[config.mk]
export PLATFORM = sky130hd
export DESIGN_NAME = piso_shift_transmitter_flat
export DESIGN_NICKNAME = d
export VERILOG_FILES = /design/src/rtl/piso_shift_transmitter_pkg.sv /design/src/rtl/piso_shift_transmitter_if.sv /design/src/rtl/piso_shift_transmitter_core.sv /design/src/rtl/piso_shift_transmitter.sv /design/src/flat_wrapper.sv
export SDC_FILE = /design/constraint.sdc
export NUM_CORES = 1
export LEC_CHECK = 0
export CAP_MARGIN = 0
export CORE_AREA = 2 2 39 41
export CTS_CLUSTER_SIZE = 12
export DETAILED_ROUTE_END_ITERATION = 8
export DIE_AREA = 0 0 41 43
export PLACE_DENSITY = 0.66
export SETUP_SLACK_MARGIN = 0.4
export SLEW_MARGIN = 5
export SYNTH_ARGS = -nofsm -noshare
export SYNTH_HDL_FRONTEND = slang
export SYNTH_SLANG_ARGS = --single-unit
[constraint.sdc]
create_clock -name clock -period 1.15 [get_ports clock]
set_input_delay 0.23 -clock clock [delete_from_list [all_inputs] [get_ports clock]]
set_output_delay 0.23 -clock clock [all_outputs]
set_load 0.01 [all_outputs]
[src/rtl/piso_shift_transmitter_pkg.sv]
// Shared types and helpers for the PISO shift transmitter.
package piso_pkg;

  typedef enum logic {IDLE = 1'b0, SHIFT = 1'b1} piso_state_t;

  // Even parity: the parity bit is the XOR of the data bits, optionally inverted by this constant.
  localparam logic PARITY_EVEN = 1'b0;

  // Bit counter width large enough to hold the value WIDTH.
  function automatic int cnt_w(input int width);
    return $clog2(width + 1);
  endfunction

endpackage

[src/rtl/piso_shift_transmitter_if.sv]
// Word handshake and serial output bundle for the PISO shift transmitter.
interface piso_shift_transmitter_if #(
  parameter int WIDTH = 4
) ();

  logic             din_valid;
  logic [WIDTH-1:0] din;
  logic             din_ready;
  logic             sout;
  logic             sout_valid;
  logic             last;
  logic             busy;

  // Upstream word source / serial sink side.
  modport master (
    output din_valid, din,
    input  din_ready, sout, sout_valid, last, busy
  );

  // Transmitter side.
  modport slave (
    input  din_valid, din,
    output din_ready, sout, sout_valid, last, busy
  );

endinterface

[src/rtl/piso_shift_transmitter_core.sv]
// Loadable shift register, bit down-counter and end-of-frame flag.
// Optional macro PISO_PARITY_EN appends an even-parity bit to every frame.
module piso_shift_core
  import piso_pkg::*;
#(
  parameter int WIDTH     = 4,
  parameter bit MSB_FIRST = 1'b1
) (
  input  logic             clock,
  input  logic             reset_n,
  input  logic             load,
  input  logic             in_shift,
  input  logic [WIDTH-1:0] din,
  output logic             sout,
  output logic             last
);

`ifdef PISO_PARITY_EN
  localparam int NBITS = WIDTH + 1;
`else
  localparam int NBITS = WIDTH;
`endif
  localparam int CW = cnt_w(WIDTH);

  logic [NBITS-1:0] frame;
  logic [NBITS-2:0] sreg;
  logic [CW-1:0]    cnt;

  // Arrange the outgoing frame so that bit NBITS-1 is transmitted first.
  always_comb begin
    frame = '0;
    for (int i = 0; i < WIDTH; i++) begin
      frame[NBITS-1-i] = MSB_FIRST ? din[WIDTH-1-i] : din[i];
    end
`ifdef PISO_PARITY_EN
    frame[0] = (^din) ^ PARITY_EVEN;
`endif
  end

  // Load a fresh frame on accept, otherwise shift one bit per cycle until the final bit.
  // On the final bit with no new word everything holds, so sout keeps its last value.
  always_ff @(posedge clock or negedge reset_n) begin
    if (!reset_n) begin
      sout <= 1'b0;
      sreg <= '0;
      cnt  <= '0;
    end else if (load) begin
      sout <= frame[NBITS-1];
      sreg <= frame[NBITS-2:0];
      cnt  <= CW'(NBITS - 1);
    end else if (in_shift && !last) begin
      sout <= sreg[NBITS-2];
      sreg <= sreg << 1;
      cnt  <= cnt - CW'(1);
    end
  end

  assign last = in_shift && (cnt == '0);

endmodule

[src/rtl/piso_shift_transmitter.sv]
// Parallel-in serial-out transmitter: FSM and valid/ready handshake around piso_shift_core.
// Optional macro PISO_PARITY_EN (handled in the core) adds a trailing even-parity bit.
module piso_shift_transmitter
  import piso_pkg::*;
#(
  parameter int WIDTH     = 4,
  parameter bit MSB_FIRST = 1'b1
) (
  input  logic                    clock,
  input  logic                    reset_n,
  piso_shift_transmitter_if.slave bus
);

  piso_state_t state_q, state_d;
  logic        last_w;
  logic        ready_w;
  logic        accept;

  // Ready in IDLE and on the final bit, so a new word can follow with no bubble.
  assign ready_w = (state_q == IDLE) || last_w;
  assign accept  = bus.din_valid && ready_w;

  // State register.
  always_ff @(posedge clock or negedge reset_n) begin
    if (!reset_n) begin
      state_q <= IDLE;
    end else begin
      state_q <= state_d;
    end
  end

  // Next-state: start a frame on accept, leave SHIFT only after a final bit with no new word.
  always_comb begin
    state_d = state_q;
    unique case (state_q)
      IDLE:    if (accept) state_d = SHIFT;
      SHIFT:   if (last_w && !accept) state_d = IDLE;
      default: state_d = IDLE;
    endcase
  end

  piso_shift_core #(
    .WIDTH     (WIDTH),
    .MSB_FIRST (MSB_FIRST)
  ) u_core (
    .clock    (clock),
    .reset_n  (reset_n),
    .load     (accept),
    .in_shift (state_q == SHIFT),
    .din      (bus.din),
    .sout     (bus.sout),
    .last     (last_w)
  );

  assign bus.din_ready  = ready_w;
  assign bus.last       = last_w;
  assign bus.sout_valid = (state_q == SHIFT);
  assign bus.busy       = (state_q == SHIFT);

endmodule

[src/flat_wrapper.sv]
// flat-port wrapper written by rule: the top's interface ports become plain ports
module piso_shift_transmitter_flat import piso_pkg::*;
#(
  parameter int WIDTH     = 4,
  parameter bit MSB_FIRST = 1'b1
)
  (clock, reset_n, bus_din_valid, bus_din, bus_din_ready, bus_sout, bus_sout_valid, bus_last, bus_busy);
  piso_shift_transmitter_if #(.WIDTH(WIDTH)) bus_i ();
  input  logic clock;
  input  logic reset_n;
  input wire logic [$bits(bus_i.din_valid)-1:0] bus_din_valid;
  input wire logic [$bits(bus_i.din)-1:0] bus_din;
  output wire logic [$bits(bus_i.din_ready)-1:0] bus_din_ready;
  output wire logic [$bits(bus_i.sout)-1:0] bus_sout;
  output wire logic [$bits(bus_i.sout_valid)-1:0] bus_sout_valid;
  output wire logic [$bits(bus_i.last)-1:0] bus_last;
  output wire logic [$bits(bus_i.busy)-1:0] bus_busy;
  assign bus_i.din_valid = bus_din_valid;
  assign bus_i.din = bus_din;
  assign bus_din_ready = bus_i.din_ready;
  assign bus_sout = bus_i.sout;
  assign bus_sout_valid = bus_i.sout_valid;
  assign bus_last = bus_i.last;
  assign bus_busy = bus_i.busy;
  piso_shift_transmitter #(.WIDTH(WIDTH), .MSB_FIRST(MSB_FIRST)) u_core (.clock(clock), .reset_n(reset_n), .bus(bus_i));
endmodule
==> flow_metrics.env <==
export IMPL_num_vias=347
export IMPL_gp_congestion=0.6424
export IMPL_worstPathRequired_ps=920
export IMPL_violations="negative setup slack"
export IMPL_design_power_total_uw=1864
export IMPL_clockPowerShare_pct=12.6
export IMPL_yosysTopAreaCell="dfrtp_1"
export IMPL_seqPwrFrac_pct=25.1
export IMPL_rrSetupSlack_ps=-150
export IMPL_synth_area_um2=449.2
export IMPL_drt_antenna_violating_nets=0
export IMPL_ys_seq_area_share_pct=44.57
export IMPL_synth_top_area_share_pct=44.57
export IMPL_rsz0062_at_grt="true"
export IMPL_r2r_start="u_core.u_core.cnt[0]"
export IMPL_synth_edf_count=0
export IMPL_place_hpwl_um=659
export IMPL_fmax_mhz=722.7
export IMPL_multi_input_area_um2=250.2
export IMPL_p_switching_uw=619.8
export IMPL_wl_um=932
export IMPL_n_antenna_cell=0
export IMPL_n_fill_cell=123
export IMPL_syn_area_per_cell_um2=12.14
export IMPL_ff2ff_path_depth=6
export IMPL_die_h_um=43
export IMPL_min_path_type="in2async"
export IMPL_io_buffer_count=11
export IMPL_yosys_warnings=0
export IMPL_syn_nets=46
export IMPL_setup_tns_final_ps=-1106
export IMPL_ys_seq_elements=8
export IMPL_maxCapViolations=0
export IMPL_rr_endpoint="u_core.u_core.sreg[1]"
export IMPL_power_leakage_uw=0.0003635
export IMPL_relSlewSlack_pct=74.75
export IMPL_worstPathArrival_ps=1150
export IMPL_wl_per_cell_um=11.80
export IMPL_skew_ps=0.2693
export IMPL_crit_chain="inv_2, ha_4, nand2b_4, nor2_1, buf_2"
export IMPL_critPathLaunchType="flop"
export IMPL_endpoint="bus_last"
export IMPL_syn_instance_count=37
export IMPL_cts_max_level=1
export IMPL_design_final_nets=73
export IMPL_ys_top_cells_by_count="dfrtp_1 (8), mux2_4 (6), inv_1 (4), nor2_1 (4), mux2i_1 (3)"
export IMPL_grt_antenna_before_repair=0
export IMPL_final_layout_size_suffix_gt1_share_pct=55.56
export IMPL_tritoncts="yes"
export IMPL_fin_ws_ps=-233.8
export IMPL_cellPowerDensity_nw_per_um2=2560
export IMPL_grt_use_total_pct=13.59
export IMPL_firstDrtPassIters=2
export IMPL_syn_to_final_growth_pct=62.12
export IMPL_cts_sinks=8
export IMPL_seq_area_um2=201.4
export IMPL_start_util_pct=32.46
export IMPL_core_um2=1384
export IMPL_grt_pass1_wl_um=1573
export IMPL_grt_max_degree=9
export IMPL_io_pins=12
export IMPL_hold_viol=0
export IMPL_synthFlopType="dfrtp_1"
export IMPL_clk_pin_slew_worst_paths_ps=60
export IMPL_die_area_um2=1763
export IMPL_ys_types=14
export IMPL_ys_async_sr_fraction_pct=100.0
export IMPL_vias_per_cell=4.392
export IMPL_finalSetupViolations=8
export IMPL_fp_row_count=14
export IMPL_synthMostInstantiatedCell="dfrtp_1"
export IMPL_critPathKind="reg2out"
export IMPL_min_period_ps=1384
export IMPL_die_w_um=41
export IMPL_crit_fanout=3
export IMPL_end_kind="primary output"
export IMPL_swShare_pct=33.25
export IMPL_intPower_uw=1244
export IMPL_grt_pass1_vias=361
export IMPL_worstMarginPinSlew_ps=377.6
export IMPL_combPwrFrac_pct=62.3
export IMPL_critPathLaunch="u_core.u_core.cnt[0]"
export IMPL_cpPeakStageDelay_ps=390
export IMPL_ys_top_cells_by_area="dfrtp_1 (45%), mux2_4 (20%), mux2i_1 (6.7%)"
export IMPL_fin_crit_sh_pct=120.3
export IMPL_clkLatencyLatePin_ps=250
export IMPL_drc_errors=0
export IMPL_cts_buffer_depth=2
export IMPL_root_buffer="clkbuf_4"
export IMPL_hold_ws_ps=260.3
export IMPL_cts_made_buffers=3
export IMPL_outcome="finished with violations"
export IMPL_gr_total_overflow=0
export IMPL_ir_worst_vdd_v=0.0009453
export IMPL_critPathSlowestCell="dfrtp_1"
export IMPL_maxSlewViolCount=0
export IMPL_drt_initial_drc_count=2
-- worst max-delay path: cells and delay by family (launching register included) --
kind	cells	cell delay (ps)
buffers and inverters	2	220
flip-flops	1	390
adder cells (fa/ha/maj)	1	140
AND/OR/NAND/NOR	2	160
-- state kept, by name, indices dropped and copies added (netlist names) --
| register | cells |
|---|---|
| u_core.bus.busy | 1 |
| u_core.u_core.sreg | 3 |
| u_core.u_core.sout | 1 |
| u_core.u_core.cnt | 3 |
-- placed cells by master (no fill, tap or decap) --
cell type and instances:
nor2_1 4, dfrtp_2 1, clkdlybuf4s50_1 5, mux2_4 6, a21oi_2 1, buf_4 10, buf_2 2, buf_8 1
o21ai_0 1, nand2_8 1, dfrtp_1 7, buf_6 5, nor3b_1 1, mux2i_1 3, inv_1 2, ha_4 1
inv_2 2, clkbuf_4 3, nand2_1 1, a21oi_1 1, dlygate4sd2_1 1, nand2b_4 2, ha_1 1, clkbuf_1 1
-- cells by family after synthesis --
group           after synthesis  share of synthesized area (%)
flops                         8                          44.57
simple gates                  9                          12.26
compound gates                3                          3.342
mux                           9                          26.74
fa+ha+maj                     2                          5.570
buf+inv                       6                          7.520
-- final cells by class --
type / instances / share of cell area, %
clock buffer: 4 / 3.608
inverter: 4 / 2.062
multi-input combinational: 23 / 34.36
sequential: 8 / 27.66
tap: 16 / 2.749
timing repair buffer: 24 / 29.55
-- metrics by stage --
stage | utilization, % | cell area (µm²) | cells | setup slack [ps]
floorplan | - | 480.5 | 37 | -34.76
global placement | 46.84 | 648.1 | 70 | -370.2
detailed placement | 46.84 | 648.1 | 70 | -416.2
CTS | 51.54 | 713.2 | 77 | -250.9
global route | 52.62 | 728.2 | 79 | -306.4
finish | 52.62 | 728.2 | 79 | -233.8
-- power groups by stage --
stage / combinational, µW / sequential, µW / clock, µW
2_1_floorplan: 564 / 499 / 0
5_1_grt: 1270 / 480 / 260
6_report: 1160 / 468 / 235
3_3_place_gp: 927 / 491 / 0
3_5_place_dp: 958 / 490 / 0
4_1_cts: 1130 / 464 / 240
-- routing by layer --
| metal | GRT usage (%) | wire (µm) |
|---|---|---|
| met1 | 16.61 | 383 |
| met2 | 20.63 | 514 |
| met3 | 1.571 | 25 |
| met4 | 10.00 | 10 |
| met5 | 0 | 0 |
-- how the worst min path moves through the flow --
stage / start / end / cells past startpoint / slack (ps)
6_report: reset_n / u_core.u_core.sout / 1 / 260
5_1_grt: reset_n / u_core.u_core.cnt[1] / 1 / 280
4_1_cts: reset_n / u_core.u_core.sreg[1] / 1 / 260
3_5_place_dp: u_core.u_core.sreg[2] / u_core.u_core.sout / 1 / 500
3_3_place_gp: u_core.u_core.sreg[2] / u_core.u_core.sout / 1 / 500
2_1_floorplan: reset_n / u_core.bus.busy / 0 / -70
-- timing repair --
item | 4_1_cts | 5_1_grt
hold buffers | 0 | 0
resized for setup | 30 | 0
buffers inserted | 3 | 2
pin swaps | 0 | 1
endpoints found under the setup margin | 13 | 13
Power figures use the tool's default switching activity.
